<file path="config.mk">
export PLATFORM = sky130hd
export DESIGN_NAME = alu_cmd_fifo
export DESIGN_NICKNAME = d
export VERILOG_FILES = /design/src/rtl/alu_cmd_fifo.sv
export SDC_FILE = /design/constraint.sdc
export NUM_CORES = 1
export LEC_CHECK = 0
export BUFFER_PORTS_ARGS = -buffer_cell sky130_fd_sc_hd__clkbuf_2
export CAP_MARGIN = 40
export CORE_ASPECT_RATIO = 0.8
export CORE_MARGIN = 5
export CORE_UTILIZATION = 35
export CTS_CLUSTER_SIZE = 12
export DETAILED_ROUTE_END_ITERATION = 16
export GPL_TIMING_DRIVEN = 0
export SYNTH_ARGS = -nofsm -noshare
export SYNTH_HDL_FRONTEND = slang
export SYNTH_SLANG_ARGS = --single-unit
</file>
<file path="constraint.sdc">
create_clock -name clk -period 2.7 [get_ports clk]
set_input_delay 0.54 -clock clk [delete_from_list [all_inputs] [get_ports clk]]
set_output_delay 0.54 -clock clk [all_outputs]
set_load 0.02 [all_outputs]
</file>
<file path="src/rtl/alu_cmd_fifo.sv">
// Command FIFO between debounced pushbuttons and an ALU accumulator: button edges
// write/issue {func, a} commands, and run drains one entry per clock.
module alu_cmd_fifo #(
  parameter int DEPTH = 4,
  parameter int CW    = 7
) (
  input  logic                   clk,
  input  logic                   reset,
  input  logic                   push_n,
  input  logic [CW-1:0]          cmd_in,
  input  logic                   go_n,
  input  logic                   run,
  output logic [3:0]             alu_a,
  output logic [2:0]             alu_func,
  output logic                   alu_en,
  output logic                   full,
  output logic                   empty,
  output logic [$clog2(DEPTH):0] count,
  output logic                   overflow
);
  localparam int AW   = $clog2(DEPTH);
  localparam int CNTW = AW + 1;

  logic          push_s1_q, push_s2_q, push_prev_q, push_arm_q;
  logic          go_s1_q, go_s2_q, go_prev_q, go_arm_q;
  logic [1:0]    settle_q;
  logic [AW-1:0] wr_ptr_q, rd_ptr_q;
  logic [CNTW-1:0] count_q, count_d;
  logic [CW-1:0] mem_q [DEPTH];
  logic [CW-1:0] head;
  logic [3:0]    alu_a_q;
  logic [2:0]    alu_func_q;
  logic          alu_en_q, overflow_q, overflow_d;
  logic          push_edge, go_edge, pop_ok, push_ok;

  // An edge only counts once the synchronizer has shown a real high sample after
  // reset, so a button held low through reset release cannot fire a write.
  always_comb begin
    push_edge  = push_arm_q & ~push_s2_q & push_prev_q;
    go_edge    = go_arm_q & ~go_s2_q & go_prev_q;
    pop_ok     = (go_edge | run) & (count_q != '0);
    push_ok    = push_edge & ((count_q != CNTW'(DEPTH)) | pop_ok);
    head       = mem_q[rd_ptr_q];
    count_d    = count_q;
    if (push_ok && !pop_ok)
      count_d = count_q + CNTW'(1);
    else if (pop_ok && !push_ok)
      count_d = count_q - CNTW'(1);
    overflow_d = overflow_q | (push_edge & ~push_ok);
  end

  always_ff @(posedge clk or posedge reset) begin
    if (reset) begin
      push_s1_q   <= 1'b1;
      push_s2_q   <= 1'b1;
      push_prev_q <= 1'b1;
      push_arm_q  <= 1'b0;
      go_s1_q     <= 1'b1;
      go_s2_q     <= 1'b1;
      go_prev_q   <= 1'b1;
      go_arm_q    <= 1'b0;
      settle_q    <= 2'd2;
    end else begin
      push_s1_q   <= push_n;
      push_s2_q   <= push_s1_q;
      push_prev_q <= push_s2_q;
      go_s1_q     <= go_n;
      go_s2_q     <= go_s1_q;
      go_prev_q   <= go_s2_q;
      if (settle_q != 2'd0)
        settle_q <= settle_q - 2'd1;
      // Settled synchronizer output now reflects the pin, not the reset value.
      if (settle_q == 2'd0 && push_s2_q)
        push_arm_q <= 1'b1;
      if (settle_q == 2'd0 && go_s2_q)
        go_arm_q <= 1'b1;
    end
  end

  always_ff @(posedge clk or posedge reset) begin
    if (reset) begin
      wr_ptr_q   <= '0;
      rd_ptr_q   <= '0;
      count_q    <= '0;
      alu_a_q    <= '0;
      alu_func_q <= '0;
      alu_en_q   <= 1'b0;
      overflow_q <= 1'b0;
    end else begin
      count_q    <= count_d;
      overflow_q <= overflow_d;
      alu_en_q   <= pop_ok;
      if (push_ok)
        wr_ptr_q <= wr_ptr_q + AW'(1);
      if (pop_ok) begin
        rd_ptr_q   <= rd_ptr_q + AW'(1);
        alu_a_q    <= head[3:0];
        alu_func_q <= head[6:4];
      end
    end
  end

  always_ff @(posedge clk) begin
    if (push_ok)
      mem_q[wr_ptr_q] <= cmd_in;
  end

  assign alu_a    = alu_a_q;
  assign alu_func = alu_func_q;
  assign alu_en   = alu_en_q;
  assign count    = count_q;
  assign full     = (count_q == CNTW'(DEPTH));
  assign empty    = (count_q == '0);
  assign overflow = overflow_q;
endmodule

</file>
# [Word-level counts from Yosys, hierarchy flattened]
# Memories as Yosys holds them, arrays and structs flattened. A register that Yosys moved wholly into a read port is not among the register bits.
# Cells that the tools add are included.
[totals] register_bits=19 ram_bits=28 input_bits=12 output_inout_bits=14 wordCells=50 memories=1
[memory_table] memory="mem_q" words=4 word_bits=7 rd=1 rd_clocked_by_memory_dff=1 write_ports=1 line_no="29" text="logic [CW-1:0] mem_q [DEPTH];"
[classes] add_sub_neg=5 n_eq_ne=2 muxes=4 bitwise=13 n_reduce_logical=11
[ops] cell="1-bit AND" n=7
[ops] cell="3-bit 2-to-1 mux" n=2
[ops] cell="2-bit by 1-bit adder with 2-bit output (second input constant)" n=2
[ops] cell="1-bit logical AND" n=4
[ops] cell="2-bit nonzero test" n=2
[ops] cell="3-bit by 1-bit adder with 3-bit output (second input constant)" n=1
[ops] cell="3-bit == test (second input constant)" n=1
[ops] cell="3-bit logical NOT" n=1
[ops] cell="3-bit != test (second input constant)" n=1
[ops] cell="1-bit inverter" n=3
[ops] cell="1-bit bitwise OR" n=3
[ops] cell="3-bit nonzero test" n=1
[ops] cell="3-bit by 1-bit subtractor with 3-bit output (second input constant)" n=1
[ops] cell="1-bit logical NOT" n=2
[ops] cell="2-bit logical NOT" n=1
[ops] cell="1-bit 2-to-1 mux" n=2
[ops] cell="2-bit by 1-bit subtractor with 2-bit output (second input constant)" n=1

# [Longest topological paths before layout]
[depth] depth_word=11 mapped_depth=9 mapped_depth_nobuf=8

# [Worst setup path before layout]
# Ideal clock, no wire load.
[synth_timing] path_kind="register -> register" from="register count_q[0] (netlist: count[0])" to="register count_q[2] (netlist: count[2])" setup_time_ns=0.080 arrival_ns=2.227 required_ns=2.620 path_slack_ns=0.393 path_stages_with_launch=10 path_buffers=1 period_less_slack_ns=2.307 path_cell_list="dfrtp_1 > nor3_2 > a21o_2 > buf_6 > ha_1 > inv_1 > fa_1 > xor2_1 > nor2_1 > xor2_1"
[synth_between] elab_chain_cells=7 elab_cells_between_ends=14 classes_between="add/sub (2); eq/ne (1); mux (2); bitwise (3); reduce/logical (6)"
[synth_rtl] element="start: declaration" line_no="28" text="logic [CNTW-1:0] count_q, count_d;"
[synth_rtl] element="start signal: assignment" line_no="90" text="count_q <= count_d;"
[synth_rtl] element="3-bit nonzero test" line_no="41" text="pop_ok = (go_edge | run) & (count_q != '0);"
[synth_rtl] element="1-bit AND" line_no="41"
[synth_rtl] element="1-bit bitwise OR" line_no="42" text="push_ok = push_edge & ((count_q != CNTW'(DEPTH)) | pop_ok);"
[synth_rtl] element="1-bit AND" line_no="42"
[synth_rtl] element="1-bit logical NOT" line_no="47" text="else if (pop_ok && !push_ok)"
[synth_rtl] element="1-bit logical AND" line_no="47"
[synth_rtl] element="2-bit nonzero test (no source line)"
# Parallel ways exist; a longest one is shown, timed or not. The select of a mux whose other input is x is not followed.
# A chain may end at the register's enable or synchronous reset.

# [Final worst setup path]
# Ends and elaborated chain as after synthesis.

==> impl.org <==
** Status
- The flow ran to the end, and the final reports show no timing, DRC or antenna violations.

** STA
- Fin. max-slew vios :: 0
- Sum Neg Setup Slack :: 0 ns
- Final setup fails :: 0
- Headroom to the max-slew limit :: 65.68%
- Period utilisation layout :: 81.17%
- Worst Tran Pin Value :: 0.5148 ns
- Hold Violations, Final :: 0
- Minimum period implied by the final worst setup slack :: 2.191 ns
- Unrepaired setup endpoints after global routing :: no
- Maximum frequency from static timing analysis :: 0.4563 GHz
- Post-route clock skew :: 0.006273 ns

** Power
- Static Leak :: 0.9688 nW
- Clock group share of total power :: 18.6%
- Psw :: 0.0007780 W
- Total power :: 0.002386 W
- Per report_power, the sequential group accounts for 48.3% of the total.
- Worst IR Drop VDD :: 255.5 uV
- The share of total power dissipated in combinational logic is 33.1%.
- Pwr/cell area :: 962.5 nW/um^2
- The internal portion of the total power is 0.001608 W.
- Net switching is 32.61% of the power.

** Layout
- Cells with a size suffix above 1 make up 42.86% of the layout.
- For this run, the number of standard cells in the final layout without fillers is 228.
- In the layout the commonest cells are edfxtp_1 (28), clkbuf_2 (25), dfrtp_1 (19).
- Area growth from synthesis to layout :: 16.05%
- The number of antenna diodes in the final layout is 0.
- After routing the design area is 2479 um^2.
- The final layout contains 165 nets.
- Leaving out fill and tap cells, the most frequent cell in the layout is edfxtp_1.

** Setup path
- Delay contributed by the slowest stage of the critical path :: 0.49 ns
- Crit path launch type :: flop
- Crit path kind :: flop to flop
- Buffers & Inverters on Critical Path :: 2
- The cell family contributing the most delay on the critical path is adder cells.
- At the worst endpoint, the required time is 2.93 ns.
- Nature of the critical path endpoint :: flop
- List of cells traversed by the critical path :: nor3_2 -> a21o_2 -> buf_6 -> ha_1 -> inv_1 -> fa_1 -> xor2_1 -> nor2_1 -> xor2_1
- Data arrival, critical path :: 2.42 ns
- Slowest cell on the critical path :: dfrtp_1
- By instance count, the cell type seen most on the critical path is xor2_1.
- In this run the worst path has a maximum fanout of 10.
- Worst Reg-to-Reg Cells :: 9
- WP depth :: 9

** CTS
- Maximum level of the CTS H-tree :: 2
- Counting the buffers created by CTS gives 5.
- The clock passes through at most 2 buffers.
- Clock tree synthesis selected as its root buffer the cell clkbuf_8.
- Count of instances resized after the clock tree is built :: 0
- Post-CTS timing repair inserted 0 buffers for setup.
- TritonCTS built the clock tree.
- CTS Sinks :: 54
- CTS clock-pin slew for the worst setup and hold paths :: 0.10 ns
- For the worst-skew pair, the clock arrives at the later sink with an insertion delay of 0.30 ns.
- Count of hold buffers inserted by post-cts repair :: 0

** Logic synthesis
- Primary flip-flop cell chosen by synthesis mapping :: edfxtp_1
- Proportion of netlist area held by the largest area contributor :: 39.37%
- Gate count of the mapped netlist :: 113
- Yosys mapped a number of flops with a built-in enable equal to 28.
- Nets in the synthesized netlist :: 132
- Cell type contributing the most total cell area after synthesis :: edfxtp_1
- A synthesized cell averages 18.90 um^2.
- During synthesis, Yosys emitted a total of 0 warnings.
- Unique cell type count in the Yosys netlist :: 25
- Combined area of all synthesized cells :: 2136 um^2
- Flop and latch count out of synthesis :: 54
- Portion of the post-synthesis area used by sequential elements :: 70.24%
- Synth top area cells :: edfxtp_1 (39%), dfrtp_1 (22%), dfstp_2 (8.6%), mux4_2 (7.4%), mux2_2 (4.7%)
- Synth async-reset ratio :: 48.15%

** Placed design
- The placed instances occupy a cell area of 2390 um^2.
- Post-Place Cells :: 220
- Placer congestion estimate :: 0.6586
- Count of port buffers added during placement :: 25

** Global routing
- The initial antenna violation count is 0.
- GRT Util Overall :: 9.406%
- Final global-route overflow total :: 0
- The number of global-route vias before repair was 1109.
- First-pass GRT wire length :: 5664 um
- Entering global routing, the biggest net connects 22 pins.

** Floorplanning
- Number of core rows :: 25
- 26 I/O pins were placed.
- Die Height :: 79.87 um
- Placeable Area :: 5912 um^2
- Once the floorplan was initialized, standard cells occupied 36.13% of the core.
- The die covers 7774 um^2.
- The die is 97.34 um wide.

** Detailed routing
- Post-DRT Antenna Nets :: 0
- Routed len/inst :: 14.44 um
- Using the TritonRoute via totals, the vias-per-cell ratio works out to 4.404.
- The first detailed-routing pass took 4 iterations.
- For this run, design rule violations remaining after detail routing come to 0.
- Overall via count from detail_route :: 1004
- Routed wire length :: 3293 um
- Number of DRC violations after detailed-routing iteration 0 :: 46

** Job
- The tool flagged a number of max-cap violations equal to 0.

** Min path
- The worst hold path belongs to the class input pin to async pin.
==> per-layer routing <==
metal	GRT usage (%)	vias to the layer above	wire, um
met5	0	-	0
met4	4.149	0	72
met3	2.795	6	150
met2	16.18	18	1665
met1	11.01	511	1405
li1	-	469	-
==> sequential cells by signal (all words and copies together), names as in the netlist <==
register	cells
alu_en	1
go_arm_q	1
push_s2_q	1
alu_func	3
rd_ptr_q	2
push_prev_q	1
count	3
alu_a	4
mem_q	28
go_s2_q	1
push_arm_q	1
push_s1_q	1
overflow	1
wr_ptr_q	2
go_prev_q	1
settle_q	2
go_s1_q	1
==> final cells by class <==
| type | count | area (um^2) |
|---|---|---|
| flip-flops and latches | 54 | 1500 |
| inverters | 9 | 33.78 |
| multi-input cells | 47 | 575.6 |
| repair buffers | 26 | 152.6 |
| well taps | 81 | 101.3 |
| plain buffers | 3 | 26.28 |
| fillers | 518 | 3433 |
| clock inverters | 3 | 20.02 |
| clock buffers | 5 | 68.82 |
==> metrics by stage <==
stage	hold slack [ns]	worst slack, ns	utilization [%]
global placement	0.3486	0.5334	39.96
detailed placement	0.3515	0.4819	40.42
global route	0.1563	0.2912	41.93
finish	0.1555	0.5085	41.93
floorplan	0.3452	0.3927	-
CTS	0.1622	0.4519	41.93
==> logic make-up (layout without fill, tap and decap cells) <==
family	Yosys count	count (layout)	share of synthesized area [%]
buffers and inverters	12	46	2.812
adders and majority gates	7	7	4.452
muxes	17	17	12.60
AOI/OAI and AO/OA	6	6	2.812
xor gates and xnor gates	7	7	2.871
and+or+nand+nor	10	10	4.218
DFF	54	54	70.24
==> final timing paths <==
kind,from,end,slack (ns)
hold reg to reg,go_s1_q$_DFF_PP1_,go_s2_q$_DFF_PP1_,0.36
setup reg to reg,count[0]$_DFFE_PP0P_,count[2]$_DFFE_PP0P_,0.51
hold / removal,reset,alu_func[0]$_DFFE_PP0P_,0.16
min in group clk,go_n,go_s1_q$_DFF_PP1_,0.32
max in group asynchronous,reset,push_prev_q$_DFF_PP1_,2.05
setup / recovery,count[0]$_DFFE_PP0P_,count[2]$_DFFE_PP0P_,0.51
==> cell usage after synthesis, types with 2 or more instances <==
cell	instances
buf_6	2
xor2_1	3
mux2_2	9
dfstp_2	7
and2_1	4
edfxtp_1	28
inv_1	9
a21o_1	2
xnor2_1	4
dfrtp_1	19
mux4_2	7
ha_1	6
==> power groups by stage <==
stage          Combinational [W]  Clock, W  Sequential [W]
2_1_floorplan           0.000482         0         0.00127
3_3_place_gp            0.000784         0         0.00116
3_5_place_dp            0.000813         0         0.00117
4_1_cts                 0.000816  0.000460         0.00116
5_1_grt                 0.000871  0.000493         0.00118
6_report                0.000790  0.000444         0.00115
(Power assumes the default switching activity.)
